===== src/rtl/rv32i_dii_sequencer.sv =====
// Host-side DII sequencer: buffers host commands, feeds the core fetch port and runs the end-of-test
// drain / core-reset / halt-ack handshake. Optional DRAIN watchdog under `DII_DRAIN_TIMEOUT_EN.
module rv32i_dii_sequencer #(
  parameter int FIFO_DEPTH    = 8,
  parameter int RST_CYCLES    = 4,
  parameter int DRAIN_TIMEOUT = 1024
) (
  input  logic        clk,
  input  logic        rst_n,
  input  logic        dii_cmd_valid,
  output logic        dii_cmd_ready,
  input  logic [7:0]  dii_cmd,
  input  logic [31:0] dii_insn,
  input  logic        fetch_req,
  output logic        instr_valid,
  output logic [31:0] instr,
  input  logic        retire,
  output logic        core_rst_req,
  output logic        halt_valid,
  input  logic        halt_ready,
  output logic [31:0] issued_cnt,
  output logic [7:0]  outstanding,
  output logic        timeout_err
);

  localparam int AW  = $clog2(FIFO_DEPTH);
  localparam int RCW = $clog2(RST_CYCLES + 1);

  typedef enum logic [1:0] {ST_RUN, ST_DRAIN, ST_RESET, ST_HALT_ACK} state_e;

  logic        mem_cmd  [FIFO_DEPTH];
  logic [31:0] mem_insn [FIFO_DEPTH];

  logic [AW:0]     wr_ptr_q, wr_ptr_d, rd_ptr_q, rd_ptr_d;
  state_e          state_q, state_d;
  logic [RCW-1:0]  rst_cnt_q, rst_cnt_d;
  logic [31:0]     issued_q, issued_d;
  logic [7:0]      outst_q, outst_d;
  logic [31:0]     instr_q;

  logic fifo_empty, fifo_full, push, pop, issue, clear_issued, force_clear;
  logic head_cmd, head_is_insn, head_is_eot;
  logic [31:0] head_insn;

  assign fifo_empty    = (wr_ptr_q == rd_ptr_q);
  assign fifo_full     = (wr_ptr_q[AW] != rd_ptr_q[AW]) && (wr_ptr_q[AW-1:0] == rd_ptr_q[AW-1:0]);
  assign dii_cmd_ready = !fifo_full;
  // Illegal command codes are handshaken but never written.
  assign push          = dii_cmd_valid && !fifo_full && (dii_cmd == 8'd1 || dii_cmd == 8'd0);

  assign head_cmd     = mem_cmd[rd_ptr_q[AW-1:0]];
  assign head_insn    = mem_insn[rd_ptr_q[AW-1:0]];
  assign head_is_insn = !fifo_empty && head_cmd;
  assign head_is_eot  = !fifo_empty && !head_cmd;

  assign instr       = instr_valid ? head_insn : instr_q;
  assign issued_cnt  = issued_q;
  assign outstanding = outst_q;

`ifdef DII_DRAIN_TIMEOUT_EN
  localparam int DCW = $clog2(DRAIN_TIMEOUT + 1);
  logic [DCW-1:0] drain_cnt_q, drain_cnt_d;
  logic           timeout_q, timeout_d;

  always_ff @(posedge clk or negedge rst_n) begin
    if (!rst_n) begin
      drain_cnt_q <= '0;
      timeout_q   <= 1'b0;
    end else begin
      drain_cnt_q <= drain_cnt_d;
      timeout_q   <= timeout_d;
    end
  end

  assign timeout_err = timeout_q;
`else
  logic unused_drain_timeout;
  assign unused_drain_timeout = ^DRAIN_TIMEOUT;
  assign timeout_err          = 1'b0;
`endif

  always_comb begin
    state_d      = state_q;
    rst_cnt_d    = rst_cnt_q;
    pop          = 1'b0;
    issue        = 1'b0;
    clear_issued = 1'b0;
    force_clear  = 1'b0;
    instr_valid  = 1'b0;
    core_rst_req = 1'b0;
    halt_valid   = 1'b0;
`ifdef DII_DRAIN_TIMEOUT_EN
    drain_cnt_d  = drain_cnt_q;
    timeout_d    = timeout_q;
`endif
    unique case (state_q)
      ST_RUN: begin
        if (head_is_insn) begin
          instr_valid = 1'b1;
          if (fetch_req) begin
            pop   = 1'b1;
            issue = 1'b1;
          end
        end else if (head_is_eot) begin
          pop     = 1'b1;
          state_d = ST_DRAIN;
`ifdef DII_DRAIN_TIMEOUT_EN
          drain_cnt_d = '0;
`endif
        end
      end
      ST_DRAIN: begin
        if (outst_q == 8'd0) begin
          state_d   = ST_RESET;
          rst_cnt_d = RCW'(RST_CYCLES);
        end
`ifdef DII_DRAIN_TIMEOUT_EN
        else if (drain_cnt_q == DCW'(DRAIN_TIMEOUT - 1)) begin
          state_d     = ST_RESET;
          rst_cnt_d   = RCW'(RST_CYCLES);
          force_clear = 1'b1;
          timeout_d   = 1'b1;
        end else begin
          drain_cnt_d = drain_cnt_q + 1'b1;
        end
`endif
      end
      ST_RESET: begin
        core_rst_req = 1'b1;
        if (rst_cnt_q == RCW'(1)) state_d = ST_HALT_ACK;
        else                      rst_cnt_d = rst_cnt_q - 1'b1;
      end
      ST_HALT_ACK: begin
        halt_valid = 1'b1;
        if (halt_ready) begin
          state_d      = ST_RUN;
          clear_issued = 1'b1;
        end
      end
      default: state_d = ST_RUN;
    endcase
  end

  always_comb begin
    outst_d = outst_q;
    if (force_clear)                          outst_d = 8'd0;
    else if (issue && retire)                 outst_d = outst_q;
    else if (issue && outst_q != 8'hFF)       outst_d = outst_q + 8'd1;
    else if (!issue && retire && outst_q != 8'd0) outst_d = outst_q - 8'd1;

    issued_d = issued_q;
    if (clear_issued) issued_d = 32'd0;
    else if (issue)   issued_d = issued_q + 32'd1;

    wr_ptr_d = wr_ptr_q + {{AW{1'b0}}, push};
    rd_ptr_d = rd_ptr_q + {{AW{1'b0}}, pop};
  end

  always_ff @(posedge clk) begin
    if (push) begin
      mem_cmd[wr_ptr_q[AW-1:0]]  <= dii_cmd[0];
      mem_insn[wr_ptr_q[AW-1:0]] <= dii_insn;
    end
  end

  always_ff @(posedge clk or negedge rst_n) begin
    if (!rst_n) begin
      wr_ptr_q  <= '0;
      rd_ptr_q  <= '0;
      state_q   <= ST_RUN;
      rst_cnt_q <= '0;
      issued_q  <= 32'd0;
      outst_q   <= 8'd0;
      instr_q   <= 32'd0;
    end else begin
      wr_ptr_q  <= wr_ptr_d;
      rd_ptr_q  <= rd_ptr_d;
      state_q   <= state_d;
      rst_cnt_q <= rst_cnt_d;
      issued_q  <= issued_d;
      outst_q   <= outst_d;
      instr_q   <= instr;
    end
  end

endmodule

===== config.mk =====
export PLATFORM = sky130hd
export DESIGN_NAME = rv32i_dii_sequencer
export DESIGN_NICKNAME = d
export VERILOG_FILES = /design/src/rtl/rv32i_dii_sequencer.sv
export SDC_FILE = /design/constraint.sdc
export NUM_CORES = 1
export LEC_CHECK = 0
export ABC_CLOCK_PERIOD_IN_PS = 4700
export CAP_MARGIN = 15
export CELL_PAD_IN_SITES_DETAIL_PLACEMENT = 0
export CELL_PAD_IN_SITES_GLOBAL_PLACEMENT = 1
export CORE_MARGIN = 2
export CORE_UTILIZATION = 25
export DETAILED_ROUTE_END_ITERATION = 10
export PLACE_DENSITY = 0.55
export SLEW_MARGIN = 30
export SYNTH_ARGS = -nofsm -noshare
export SYNTH_HDL_FRONTEND = slang
export SYNTH_SLANG_ARGS = --single-unit

===== constraint.sdc =====
create_clock -name clk -period 4.7 [get_ports clk]
set_clock_uncertainty 0.2 [all_clocks]
set_input_delay 0.94 -clock clk [delete_from_list [all_inputs] [get_ports clk]]
set_output_delay 0.94 -clock clk [all_outputs]
set_load 0.02 [all_outputs]

======== Word-level counts from Yosys, hierarchy flattened ========
Memories as Yosys holds them, arrays and structs flattened.
Cells that the tools add are included.
word-level totals
  bits in registers ....................... 85
  memory bits (writable) .................. 264
  input port bits ......................... 46
  output and inout bits ................... 77
  logic and storage cells ................. 83
  memories kept ........................... 2
cells by class
  add/sub/neg operators ................... 6
  equality and inequality tests ........... 15
  multiplexer cells ....................... 28
  bitwise logic cells ..................... 1
  reductions and logical operators ........ 24
memories
  memory    words  width  rd ports  clocked after memory_dff  wr ports  line  RTL
  mem_insn  8      32     1         0                         1         32    logic [31:0] mem_insn [FIFO_DEPTH];
  mem_cmd   8      1      1         0                         1         31    logic mem_cmd [FIFO_DEPTH];
operators by type and width
  kind                                              number
  2-to-1 mux 32 bit                                 3
  adder 32 x 1 -> 32 bit, second input constant     1
  logical NOT 8 bit                                 2
  2-to-1 mux 8 bit                                  2
  2-to-1 mux 1 bit                                  14
  inequality test 2 bit, second input constant      6
  2-to-1 mux 2 bit                                  5
  logical AND 1 bit                                 9
  adder 4 x 1 -> 4 bit                              2
  adder 8 x 1 -> 8 bit, second input constant       1
  == test 8 x 1 -> 1 bit, second input constant     1
  inequality test 8 bit, second input constant      1
  case mux 2 bit (4 select lines)                   1
  nonzero test 8 bit                                1
  subtractor 8 x 1 -> 8 bit, second input constant  1
  2-to-1 mux 3 bit                                  2
  case mux 3 bit (2 select lines)                   1
  nonzero test 2 bit                                3
  AND reduction 5 bit                               1
  == test 2 bit, second input constant              2
  == test 4 bit                                     1
  logical NOT 1 bit                                 4
  == test 3 x 1 -> 1 bit, second input constant     1
  == test 3 bit                                     1
  8 further kinds                                   8

======== Depth between registers and ports, before layout ========
Gate-level depths: netlist of run 1.
  word-level depth ........................ 10
  depth in mapped cells ................... 12
  mapped depth without buffers ............ 12

======== Least setup slack after synthesis of run 1 ========
No wires, ideal clock.
  kind .................................... input to register
  from .................................... input port dii_cmd[4]
  to ...................................... memory mem_cmd[0] (enable)
  library setup time ...................... 0.464 ns
  arrival time ............................ 3.787 ns
  slack ................................... 0.248 ns
  stages on the path ...................... 4
  path buffers ............................ 0
  path through ............................ nor4b_1 -> and3_1 -> nand2b_1 -> nor3_1
between the ends
  cells in the longest elaborated chain, start to end .. 5
  elaborated cells between the ends (all ways) .. 6
ends and longest elaborated chain
  item                                                         line  RTL
  start: declaration                                           12    input logic [7:0] dii_cmd,
  == test 8 x 1 -> 1 bit or logical NOT 8 bit (tied branches)  49    assign push = dii_cmd_valid && !fifo_full && (dii_cmd == 8'd1 || dii_cmd == 8'd0);
  logical OR 1 bit (*)                                         49
  logical AND 1 bit (*)                                        49
  2-to-1 mux 1 bit (*)                                         160   if (push) begin
  2-to-1 mux 1 bit (implied by the code) (*)                   161   mem_cmd[wr_ptr_q[AW-1:0]] <= dii_cmd[0];
  end: declaration                                             31
Mark *: on every way between the ends. The rest lies on a longest branch, timed or not.

======== Final worst setup path of run 1 ========
  from .................................... register rd_ptr_q[1]
  to ...................................... output port instr[12]
between the ends
  cells in the longest elaborated chain, start to end .. 6
  elaborated cells between the ends (all ways) .. 8
ends and longest elaborated chain
  item                                                                             line  RTL
  start: declaration                                                               34    logic [AW:0] wr_ptr_q, wr_ptr_d, rd_ptr_q, rd_ptr_d;
  start signal: assignment                                                         177   rd_ptr_q <= rd_ptr_d;
  parallel branches: the longest is 5 deep, another holds memory read (8 x 1 bit)  n/a
  2-to-1 mux 32 bit (*)                                                            56    assign instr = instr_valid ? head_insn : instr_q;
  end: declaration                                                                 16    output logic [31:0] instr,
Mark *: on every way between the ends.

==> results.tsv, run 1 <==
metric	value	unit
avgSynthCellArea	17.39	um^2
yosysSeqAreaShare	0.7201	
worstRegToRegCells	11	
core	55200	um^2
syn_nets	867	
r2r_start	rd_ptr_q[1]	
cts_inserted_buffers	41	
synth-seq-cells	349	
async_reset_ff_frac	0.2436	
cpLargestDelayFamily	buffers and inverters	
ys_warn_count	0	
multi_input_area	3771	um^2
grt_pass1_wl	49260	um
ys_types	47	
crit_type	reg -> out	
drc_errors	0	
wl	32700	um
reg2reg_slack	1.22	ns
nFillCells	5373	
area_growth	26.84	%
grt-busiest-layer	met2	
synth_enable_flop_cells	264	
nets	1022	
crit_fanout	23	
critical_path_buf_inv_count	2	
die_h	240.3	um
diodes	0	
cts_root_buf	clkbuf_16	
use_met1	0.1469	
slew_headroom	0.4184	
synth_area_leaders	edfxtp_1, dfrtp_1, mux4_2	
io_pins	123	
synth_ff_type	edfxtp_1	
post_cts_resized	0	
final_cells	1739	
globalplace.congestion	0.7266	
critPathLaunchType	flip-flop	
routed_via_density	4.301	
rsz0062_at_grt	no	
layout-drive-gt1-share	0.1857	
timing.rr.end	outstanding[7]	
power.leakage	6.098	nW
gr-total-overflow	0	
fmax	222.8	MHz
seqCellArea	10060	um^2
grt_antenna_before_repair	6	
crit_arrival	3.35	ns
slowest_stage	clkdlybuf4s50_1	
setup_tns	0	ns
htreeDepth	2	
cellPowerDensity	573.9	nW/um^2
first_iter_violations	387	
clkSinkCount	349	
die-area	57760	um^2
cts_tree	done	
final_max_slew_viol_count	0	
worst_pin_slew	0.8657	ns
clock_latency	0.56	ns
rows	86	
ant_nets	0	
post-cts-setup-buffers	0	
period_minus_slack	4.488	ns
synthCells	803	
grt_use_met3	0.02951	
setup_viol	0	
synth_area	13960	um^2
critical_path.max_stage_delay	0.64	ns
yosys.area.top_type	edfxtp_1	
grt_usage	0.1147	
grt_pass1_vias	7777	
cts_buffer_depth	3	
grt_max_degree	44	
hold_buffers	0	
die_w	240.3	um
dr.pass1.iters	7	
cp.required	3.56	ns
status	finished clean	
hold_viol	0	
dpl.hpwl	19910	um
wl_per_cell	18.80	um
maxCapViolations	0	
path_clk_slew	0.05	ns
crit_chain	xnor2_1 > a41o_1 > nor2_4 > buf_4 > nor2_1 > a21oi_1 > clkdlybuf4s50_1	
hp-class	in -> async	
port_buffers	121	
ir_drop	0.0003513	V
synth_top_area_share	0.5677	
numPlacedInstances	1663	
num_vias	7479	
crit_path_end_kind	output pin	
use_met2	0.1881	
fin_crit_sh	0.9548	
start_util	0.2530	
## power breakdown
| group | switching, mW | internal [mW] | total (mW) |
|---|---|---|---|
| Clock | 1.31 | 1.87 | 3.18 |
| Combinational | 1.72 | 1.53 | 3.26 |
| Sequential | 0.175 | 3.55 | 3.73 |
## logic make-up after synthesis
logic type,count (synthesis),synth area share
other,1,0.0002686
DFF,349,0.7201
muxes,103,0.1336
and+or+nand+nor,173,0.06066
AOI/OAI and AO/OA,69,0.02805
xor gates and xnor gates,42,0.02634
adders and majority gates,18,0.01667
buffers and inverters,48,0.01434
## sequential cells by signal, summed over array words and instances, names as in the netlist
register     count
outstanding      8
issued_cnt      32
instr_q         32
mem_cmd          8
wr_ptr_q         4
rd_ptr_q         4
rst_cnt_q        3
state_q          2
mem_insn       256
## metal layers
layer | up-vias | wire length, um | part of all wire
met5 | - | 75 | 0.0023
met4 | 12 | 775 | 0.024
met3 | 65 | 1787 | 0.055
met2 | 153 | 15680 | 0.48
met1 | 3820 | 14380 | 0.44
li1 | 3429 | - | -
## synthesized netlist by cell type, types with 15 or more instances
master,instances
dfrtp_1,85
ha_1,17
xor2_1,27
clkbuf_1,23
edfxtp_1,264
nand4_1,17
nand2_1,25
xnor2_1,15
nor2_1,77
mux2i_1,32
mux4_2,66
a21oi_1,43
nand3_1,16
## per-stage QoR
step	hold WS (ns)	worst slack (ns)	instance area, um^2	total power, mW	util
5_1_grt	0.2404	0.02048	17710	10.74	0.3208
3_3_place_gp	0.2784	0.5956	16350	7.135	0.2963
6_report	0.1917	0.2123	17710	10.16	0.3208
2_1_floorplan	0.2653	0.2484	13960	5.880	-
4_1_cts	0.2031	0.1127	17710	10.38	0.3208
3_5_place_dp	0.2902	0.5956	16350	7.133	0.2963
## area by class of cell
| cell class | count | share of cell area |
|---|---|---|
| clock buffer | 51 | 0.06295 |
| clock inverter | 25 | 0.01371 |
| sequential | 349 | 0.5682 |
| inverter | 11 | 0.002331 |
| multi-input combinational | 406 | 0.2129 |
| timing repair buffer | 149 | 0.08704 |
| tap | 748 | 0.05284 |
## worst register-to-register path, delay by kind of cell, from the launching register on
family	cells	cell delay [ns]
fa+ha+maj	1	0.31
buf+inv	1	0.17
flops	1	0.59
simple gates	2	0.64
compound gates	4	0.90
xor+xnor	3	0.54
## how the worst max path moves through the flow
stage	start	slack, ns	cells past startpoint	to
2_1_floorplan	dii_cmd[4]	0.25	4	mem_cmd[0]
3_3_place_gp	fetch_req	0.60	12	outstanding[7]
3_5_place_dp	fetch_req	0.60	12	outstanding[6]
4_1_cts	rd_ptr_q[1]	0.11	7	instr[12]
5_1_grt	rd_ptr_q[1]	0.02	7	instr[9]
6_report	rd_ptr_q[1]	0.21	7	instr[12]
## cell usage in the layout, fill, tap and decap left out, drive strengths merged, types with 5 or more instances in the layout
cell,instances
nand2,25
edfxtp,264
and3,7
buf,30
mux2i,33
xor2,27
clkbuf,51
dfrtp,85
mux4,66
nand4,17
clkdlybuf4s50,119
ha,17
nor2,77
a21oi,43
nand3,17
or3,5
inv,14
clkinv,17
o21ai,11
xnor2,15
No activity file was read; power rests on OpenSTA's default activity.
==> inputs of run 2 (changes only) <==
Settings changed: CTS_CLUSTER_DIAMETER set to 150.
==> results of run 2 <==
No change in the layout: final DEF, timing and power equal those of run 1.
